[config.mk]
export PLATFORM = sky130hd
export DESIGN_NAME = alarm_trigger_ctrl
export DESIGN_NICKNAME = d
export VERILOG_FILES = /design/src/rtl/alarm_pkg.sv /design/src/rtl/alarm_time_adder.sv /design/src/rtl/alarm_trigger_ctrl.sv
export SDC_FILE = /design/constraint.sdc
export NUM_CORES = 1
export LEC_CHECK = 0
export ABC_AREA = 1
export BUFFER_PORTS_ARGS = -buffer_cell sky130_fd_sc_hd__buf_2
export CORE_MARGIN = 2
export CORE_UTILIZATION = 45
export DETAILED_ROUTE_END_ITERATION = 10
export PLACE_DENSITY = 0.67
export SLEW_MARGIN = 5
export SYNTH_ARGS = -nofsm -noshare
export SYNTH_HDL_FRONTEND = slang
export SYNTH_HIERARCHICAL = 1
export SYNTH_SLANG_ARGS = --single-unit
[constraint.sdc]
create_clock -name sys_clk -period 1.7 [get_ports sys_clk]
set_input_delay 0.085 -clock sys_clk [delete_from_list [all_inputs] [get_ports sys_clk]]
set_output_delay 0.085 -clock sys_clk [all_outputs]
set_load 0.01 [all_outputs]
[src/rtl/alarm_pkg.sv]
// Shared widths, FSM state encoding and time payload for the alarm trigger path.
package alarm_pkg;

  localparam int unsigned HOURS_W = 5;
  localparam int unsigned MIN_W   = 6;
  localparam int unsigned SEC_W   = 6;

  typedef enum logic [1:0] {
    ST_IDLE    = 2'd0,
    ST_RINGING = 2'd1,
    ST_SNOOZE  = 2'd2
  } state_t;

  typedef struct packed {
    logic [HOURS_W-1:0] hours;
    logic [MIN_W-1:0]   minutes;
  } hhmm_t;

endpackage

[src/rtl/alarm_time_adder.sv]
// Combinational hh:mm + ADD_MIN minutes with mod-60 minute and mod-24 hour wrap.
module alarm_time_adder
  import alarm_pkg::*;
#(
  parameter int unsigned ADD_MIN = 9
) (
  input  logic [HOURS_W-1:0] hours,
  input  logic [MIN_W-1:0]   minutes,
  output logic [HOURS_W-1:0] sum_hours_c,
  output logic [MIN_W-1:0]   sum_minutes_c
);

  localparam int unsigned SUM_W = 7;

  logic [SUM_W-1:0] min_sum;

  always_comb begin
    min_sum       = SUM_W'(minutes) + SUM_W'(ADD_MIN);
    sum_hours_c   = hours;
    sum_minutes_c = MIN_W'(min_sum);
    if (min_sum >= SUM_W'(60)) begin
      sum_minutes_c = MIN_W'(min_sum - SUM_W'(60));
      sum_hours_c   = (hours == HOURS_W'(23)) ? '0 : HOURS_W'(hours + HOURS_W'(1));
    end
  end

endmodule

[src/rtl/alarm_trigger_ctrl.sv]
// Alarm ring/snooze/stop sequencer driving the buzzer from alarm vs clock time.
// Optional BUZZER_PULSE_EN: beep pattern (toggle per second) instead of steady tone.
module alarm_trigger_ctrl
  import alarm_pkg::*;
#(
  parameter int unsigned SNOOZE_MIN       = 9,
  parameter int unsigned RING_TIMEOUT_SEC = 60,
  parameter int unsigned MAX_SNOOZES      = 3
) (
  input  logic               sys_clk,
  input  logic               rst_n,
  input  logic               alarm_enable,
  input  logic [HOURS_W-1:0] alarm_hours,
  input  logic [MIN_W-1:0]   alarm_minutes,
  input  logic [HOURS_W-1:0] time_hours,
  input  logic [MIN_W-1:0]   time_minutes,
  input  logic [SEC_W-1:0]   time_seconds,
  input  logic               sec_tick,
  input  logic               snooze_btn,
  input  logic               stop_btn,
  output logic               buzzer_out,
  output logic               alarm_active,
  output logic               snooze_active,
  output logic [2:0]         snooze_count
);

  localparam int unsigned RING_W = 8;
  localparam int unsigned CNT_W  = 3;

  state_t             state, state_nxt;
  logic [RING_W-1:0]  ring_sec, ring_sec_nxt;
  logic [CNT_W-1:0]   count_nxt;
  hhmm_t              snooze_tgt, snooze_tgt_nxt;
  logic [HOURS_W-1:0] tgt_hours_c;
  logic [MIN_W-1:0]   tgt_minutes_c;
  logic               buzzer_nxt;
  logic               top_of_min, match_alarm, match_snooze, timeout;

  alarm_time_adder #(
    .ADD_MIN (SNOOZE_MIN)
  ) u_snooze_add (
    .hours         (time_hours),
    .minutes       (time_minutes),
    .sum_hours_c   (tgt_hours_c),
    .sum_minutes_c (tgt_minutes_c)
  );

  // Second-0 qualification makes each match fire at most once per minute.
  assign top_of_min   = sec_tick & (time_seconds == '0);
  assign match_alarm  = top_of_min & (time_hours == alarm_hours)
                        & (time_minutes == alarm_minutes);
  assign match_snooze = top_of_min & (time_hours == snooze_tgt.hours)
                        & (time_minutes == snooze_tgt.minutes);
  assign timeout      = sec_tick & (ring_sec == RING_W'(RING_TIMEOUT_SEC - 1));

  always_ff @(posedge sys_clk) begin
    if (!rst_n) begin
      state         <= ST_IDLE;
      ring_sec      <= '0;
      snooze_tgt    <= '0;
      snooze_count  <= '0;
      buzzer_out    <= 1'b0;
      alarm_active  <= 1'b0;
      snooze_active <= 1'b0;
    end else begin
      state         <= state_nxt;
      ring_sec      <= ring_sec_nxt;
      snooze_tgt    <= snooze_tgt_nxt;
      snooze_count  <= count_nxt;
      buzzer_out    <= buzzer_nxt;
      alarm_active  <= (state_nxt == ST_RINGING);
      snooze_active <= (state_nxt == ST_SNOOZE);
    end
  end

  // Priority: !alarm_enable > stop_btn > timeout > snooze_btn > match.
  always_comb begin
    state_nxt      = state;
    ring_sec_nxt   = ring_sec;
    count_nxt      = snooze_count;
    snooze_tgt_nxt = snooze_tgt;
    buzzer_nxt     = 1'b0;

    if (!alarm_enable) begin
      state_nxt = ST_IDLE;
      count_nxt = '0;
    end else begin
      case (state)
        ST_IDLE: begin
          if (match_alarm) begin
            state_nxt    = ST_RINGING;
            ring_sec_nxt = '0;
          end
        end
        ST_RINGING: begin
          if (stop_btn || timeout) begin
            state_nxt = ST_IDLE;
            count_nxt = '0;
          end else begin
            if (sec_tick) ring_sec_nxt = RING_W'(ring_sec + RING_W'(1));
            if (snooze_btn && (snooze_count < CNT_W'(MAX_SNOOZES))) begin
              state_nxt              = ST_SNOOZE;
              count_nxt              = CNT_W'(snooze_count + CNT_W'(1));
              snooze_tgt_nxt.hours   = tgt_hours_c;
              snooze_tgt_nxt.minutes = tgt_minutes_c;
            end
          end
        end
        ST_SNOOZE: begin
          if (stop_btn) begin
            state_nxt = ST_IDLE;
            count_nxt = '0;
          end else if (match_snooze) begin
            state_nxt    = ST_RINGING;
            ring_sec_nxt = '0;
          end
        end
        default: begin
          state_nxt = ST_IDLE;
          count_nxt = '0;
        end
      endcase
    end

`ifdef BUZZER_PULSE_EN
    // Beep starts on at ring entry, then flips every second while ringing.
    if (state_nxt == ST_RINGING) begin
      if (state != ST_RINGING) buzzer_nxt = 1'b1;
      else if (sec_tick)       buzzer_nxt = ~buzzer_out;
      else                     buzzer_nxt = buzzer_out;
    end
`else
    buzzer_nxt = (state_nxt == ST_RINGING);
`endif
  end

endmodule

# [Yosys cells after proc, flatten, opt, wreduce, memory -nomap -nowiden]
# Index checks and enable logic that the tools add are counted.
[op_classes] n_addsub=5 order_cmp=2 n_eq_ne=17 reduce_logical=9 n_mux=20 n_bitwise=8
[ops] op="$mux 8" n=5
[ops] op="$pmux 8 s3" n=1
[ops] op="$eq 6x6->1" n=2
[ops] op="$mux 2" n=6
[ops] op="$ne 2x2->1 const B" n=6
[ops] op="$eq 5x5->1" n=2
[ops] op="$mux 5" n=2
[ops] op="$mux 3" n=3
[ops] op="$pmux 3 s3" n=1
[ops] op="$add 8x1->8 const B" n=1
[ops] op="$eq 8x6->1 const B" n=1
[ops] op="$add 6x4->7 const B" n=1
[ops] op="$ge 7x6->1 const B" n=1
[ops] op="$reduce_and 7->1" n=1
[ops] op="$and 1x1->1" n=6
[ops] op="$logic_not 6->1" n=1
[ops] op="$mux 6" n=1
[ops] op="$pmux 2 s3" n=1
[ops] op="$sub 6x6->6 const B" n=1
[ops] op="$add 5x1->5 const B" n=1
[ops] op="$eq 5x5->1 const B" n=1
[ops] op="$eq 2x1->1 const B" n=2
[ops] op="$eq 2x2->1 const B" n=2
[ops] op="$reduce_and 4->1" n=1
[ops] op="10 further kinds" n=11
[totals] ff_bits=26 out_inout_bits=6 in_bits=34

# [Longest topological paths before layout]
[logic_depth] depth_word=9 depth_mapped=13

# [Cells and area by module]
# Netlist, hierarchy kept.
[by_module_without_submodules] mod="alarm_trigger_ctrl" cells_per_inst=265 area_each_um2=1694.1 seq_area_each_um2=520.5 n_inst=1
[by_module_without_submodules] mod="alarm_time_adder" cells_per_inst=73 area_each_um2=436.7 seq_area_each_um2=0.0 n_inst=1

# [Worst setup path after synthesis]
# OpenSTA, ideal clock, no wires.
[synth_path] path_kind="input to register" from="in time_minutes[0]" to="reg snooze_tgt[9] in the netlist's numbering" t_required_ns=1.584 setup_ns=0.116 setup_slack_ns=0.241 path_stages=12 arrival_ns=1.343 cell_sequence="ha_1 nor2_1 nor2_4 ha_1 nand2_1 nor2_4 nand2_4 nand3_4 nand2_1 nand2_1 o21ai_0 nor2_1"
[synth_between] elab_chain_cells=3
[synth_rtl] item="start, declared" line="alarm_trigger_ctrl.sv:16" text="input logic [MIN_W-1:0] time_minutes,"
[synth_rtl] item="$add 6x4->7" line="alarm_time_adder.sv:18" text="min_sum = SUM_W'(minutes) + SUM_W'(ADD_MIN);"
[synth_rtl] item="$ge 7x6->1" line="alarm_time_adder.sv:21" text="if (min_sum >= SUM_W'(60)) begin"
[synth_rtl] item="$mux 5" line="alarm_time_adder.sv:21"
[synth_rtl] item="net tgt_hours_c[3]" line="alarm_trigger_ctrl.sv:34" text="logic [HOURS_W-1:0] tgt_hours_c;"
[synth_rtl] item="end signal, assigned" line="alarm_trigger_ctrl.sv:68" text="snooze_tgt <= snooze_tgt_nxt;"
[synth_rtl] item="end, declared" line="alarm_trigger_ctrl.sv:33" text="hhmm_t snooze_tgt, snooze_tgt_nxt;"
# The timed path passes the listed nets, and every way through them passes these cells.
# A chain may end at the register's enable or synchronous reset.

# [Worst setup path in the final report]
[layout_path] from="reg ring_sec[1]" to="reg ring_sec[5]"
[layout_between] elab_chain_cells=5 elab_cells_between_ends=9 cone_classes="add/sub: 1; eq/ne: 2; mux: 3; bitwise: 1; reduce/logical: 2"
[layout_rtl] item="start, declared" line="alarm_trigger_ctrl.sv:31" text="logic [RING_W-1:0] ring_sec, ring_sec_nxt;"
[layout_rtl] item="start signal, assigned" line="alarm_trigger_ctrl.sv:67" text="ring_sec <= ring_sec_nxt;"
[layout_rtl] item="branches (longest 5 deep; another with $add 8x1->8)"
# Several ways; the timed one is not identified. The select of a mux whose other input is x is not followed.

==> flow_metrics.py <==
metrics = {
    "floorplanning": {
        "io_pins": 40,
        "design.die.area_sq_um": 5300,
        "floorplan.die.width_um": 72.8,
        "start_util_pct": 46.0,
        "chipHeight_um": 72.8,
        "design.core.area_sq_um": 4630,
        "num_rows": 25,
    },
    "power": {
        "clkPwrFrac_pct": 28.4,
        "highest_ir_drop_seen_on_vdd_uv": 272,
        "pwr-share-comb_pct": 22.6,
        "powerDensity_nw_per_um2": 493,
        "seq_power_share_pct": 49.0,
        "switching_power_uw": 361,
        "total_leakage_power_nw": 1.21,
        "p_int_uw": 880,
        "power_switching_share_pct": 29.1,
        "totalPowerFinal_mw": 1.24,
    },
    "min_path": {
        "timing.hold.worst.start": "alarm_enable",
        "hold_class": "primary input to flip-flop",
        "worst_hold_path.num_cells": 3,
        "hold_path_end": "snooze_count[1]",
    },
    "clocking": {
        "htree_levels": 1,
        "worst_skew_pair.late_latency_ns": 0.27,
        "clk_transition_reported_paths_ns": 0.09,
        "cts_tree": "built",
        "clockRootBuffer": "clkbuf_8",
        "cts_inserted_buffers": 3,
        "clockBufferDepth": 2,
        "numClockSinks": 26,
    },
    "critical_path": {
        "ff2ff_setup_slack_ns": 0.15,
        "path_class": "flip-flop to flip-flop",
        "worst-endpoint-required_ns": 1.91,
        "reg2reg_to": "ring_sec[5]",
        "largest_fanout_on_the_critical_path": 5,
        "worst_r2r_startpoint": "ring_sec[1]",
        "worstSetupEndpointType": "flip-flop",
        "worstSetupStartpointType": "flip-flop",
        "depth_of_the_most_critical_reg_to_reg_path": 9,
        "crit_arrival_ns": 1.76,
    },
    "yosys": {
        "post_synth_inst_count": 338,
        "synth_edf_count": 0,
        "yosys-top-cells-area": "dfxtp_1 (24%), nand2_1 (17%), nor2_1 (9.2%), inv_1 (7.8%), nand4_1 (6.2%)",
        "synth.most_common_cell": "nand2_1",
        "synth.ff_latch_count": 26,
        "synth_ff_type": "dfxtp_1",
        "synth_top_area_cell": "dfxtp_1",
        "async_reset_ff_share_pct": 0,
        "synth_fp_nets": 378,
        "synth_top_cells_by_count": "nand2_1 (97), nor2_1 (52), inv_1 (44)",
        "post_synthesis_sequential_area_ratio_pct": 24.4,
        "syn-cell-area_sq_um": 2130,
        "synth_area_per_cell_sq_um": 6.30,
        "synthesis.yosys.warnings": 6,
        "synth_top_area_share_pct": 24.4,
        "post_synth_num_cell_types": 33,
    },
    "timing": {
        "fin_crit_ns": 1.55,
        "timing.final.setup_violations": 0,
        "tightestPinTransition_ns": 0.313,
        "fmaxAchievable_mhz": 644,
        "totalNegativeSetupSlack_ns": 0,
        "timing.final.hold_violations": 0,
        "finalClockSkew_ns": 0.00676,
        "setup_repair_after_global_routing_missed_its_margin": "false",
        "timing.final.max_slew_violations": 0,
        "final_min_period_over_clock_period_pct": 91.4,
        "worst_slew_margin_rel_pct": 79.0,
    },
    "route": {
        "avgRoutedWirePerCell_um": 11.2,
        "route.antenna.remaining_nets": 0,
        "drcViolationCount": 0,
        "detail_route.first_pass.iterations": 4,
        "wl_um": 4920,
        "detailroute.via_count": 2176,
        "route.detailed.vias_per_inst": 4.93,
        "drt_iter0_markers": 62,
    },
    "final_layout": {
        "cell_area_after_layout_sq_um": 2520,
        "drive_above_1_share_pct": 21.7,
        "final_core_utilization_pct": 54.4,
        "ff_latch_area_sq_um": 522,
        "final_net_count": 429,
        "syn_to_final_growth_pct": 18.3,
        "antenna_cells": 0,
        "instances_no_fill": 441,
        "area_occupied_by_multi_input_gates_sq_um": 1420,
        "fill_cells": 485,
    },
    "placement": {
        "dp.cells": 436,
        "place_area_sq_um": 2440,
        "port_buffers": 39,
        "dpl.hpwl_um": 3950,
        "finalWeightedCongestion": 0.844,
    },
    "global_route": {
        "global_route.overflow_total": 0,
        "grt_start_max_net_pins": 14,
        "grt_antenna_before_repair": 0,
        "globalRouteTotalUtil_pct": 20.0,
        "grt_pass1_vias": 1992,
        "global_route_wire_length_before_repair_um": 8490,
    },
    "status": {
        "outcome": "complete, no violations",
    },
    "run": {
        "maxCapViolCount": 0,
    },
}
## kinds of logic (layout without fill, tap and decap cells)
family	Yosys count	count (layout)	share of synthesized area [%]
flops	26	26	24.4
buf+inv	52	101	10.2
compound gates	31	31	8.28
fa+ha+maj	6	6	3.52
simple gates	206	206	46.6
xor+xnor	17	17	6.99
## critical path: stages, from the launching register on
cell,delay [ns]
dfxtp_2,0.34
ha_2,0.17
inv_1,0.06
nor2_1,0.05
nand2_2,0.10
nand3_1,0.12
a21oi_4,0.22
buf_4,0.17
nand4_1,0.10
a21oi_1,0.15
## power by group through the flow
stage               Clock (mW)  Combinational [mW]  Sequential (mW)
floorplan                    0               0.168            0.623
global placement             0               0.273            0.623
detailed placement           0               0.276            0.623
CTS                      0.364               0.277            0.608
global route             0.389               0.317            0.609
finish                   0.352               0.281            0.608
## flip-flops by register name (all words and copies together), names as in the netlist
register / flops
alarm_active: 1
snooze_count: 3
ring_sec: 8
snooze_tgt: 11
state: 2
snooze_active: 1
## placed cells by master, fill, tap and decap left out, types with 4 or more instances in the layout
master   synthesis  routed
buf_2            0      39
nor2_1          52      52
ha_1             6       5
dfxtp_1         26      25
xnor2_1         10      10
nand2_1         97      95
nor2_4           3       4
o21ai_1          9       9
nand3_1         12      12
a21oi_1         14      14
nand4_1         21      21
buf_4            1      10
xor2_1           7       7
nand2_2          5       7
inv_1           44      44
## per-layer routing
layer / track usage, % / vias up / routed length (um)
met2: 34.0 / 33 / 2370
met5: 0 / - / 0
met3: 3.59 / 4 / 139
met4: 4.32 / 0 / 32
met1: 26.3 / 963 / 2380
li1: - / 1176 / -
## stage by stage
stage | setup WS [ns] | hold slack [ns]
floorplan | 0.241 | 0.221
global placement | 0.0359 | 0.405
detailed placement | -0.00989 | 0.399
CTS | 0.0760 | 0.106
global route | 0.0106 | 0.118
finish | 0.147 | 0.116
## how the worst max path moves through the flow
stage	start	end	depth (start not counted)
2_1_floorplan	time_minutes[0]	snooze_tgt[9]	12
3_3_place_gp	time_minutes[1]	snooze_tgt[8]	13
3_5_place_dp	time_minutes[1]	snooze_tgt[8]	13
4_1_cts	ring_sec[1]	snooze_count[0]	10
5_1_grt	ring_sec[0]	snooze_tgt[10]	10
6_report	ring_sec[1]	ring_sec[5]	9
## area by class of cell
class                           instances  share of cell area [%]
Multi-Input combinational cell        260                    56.2
Sequential cell                        26                    20.7
Timing Repair Buffer                   50                    11.5
Inverter                               48                    7.25
Tap cell                               54                    2.68
Clock buffer                            3                    1.64
## timing repair
action,in CTS,in global routing
gates resized for setup,0,8
endpoints found under the setup margin,0,21
buffers inserted,0,2
hold buffers,0,0
Power figures use the tool's default switching activity.
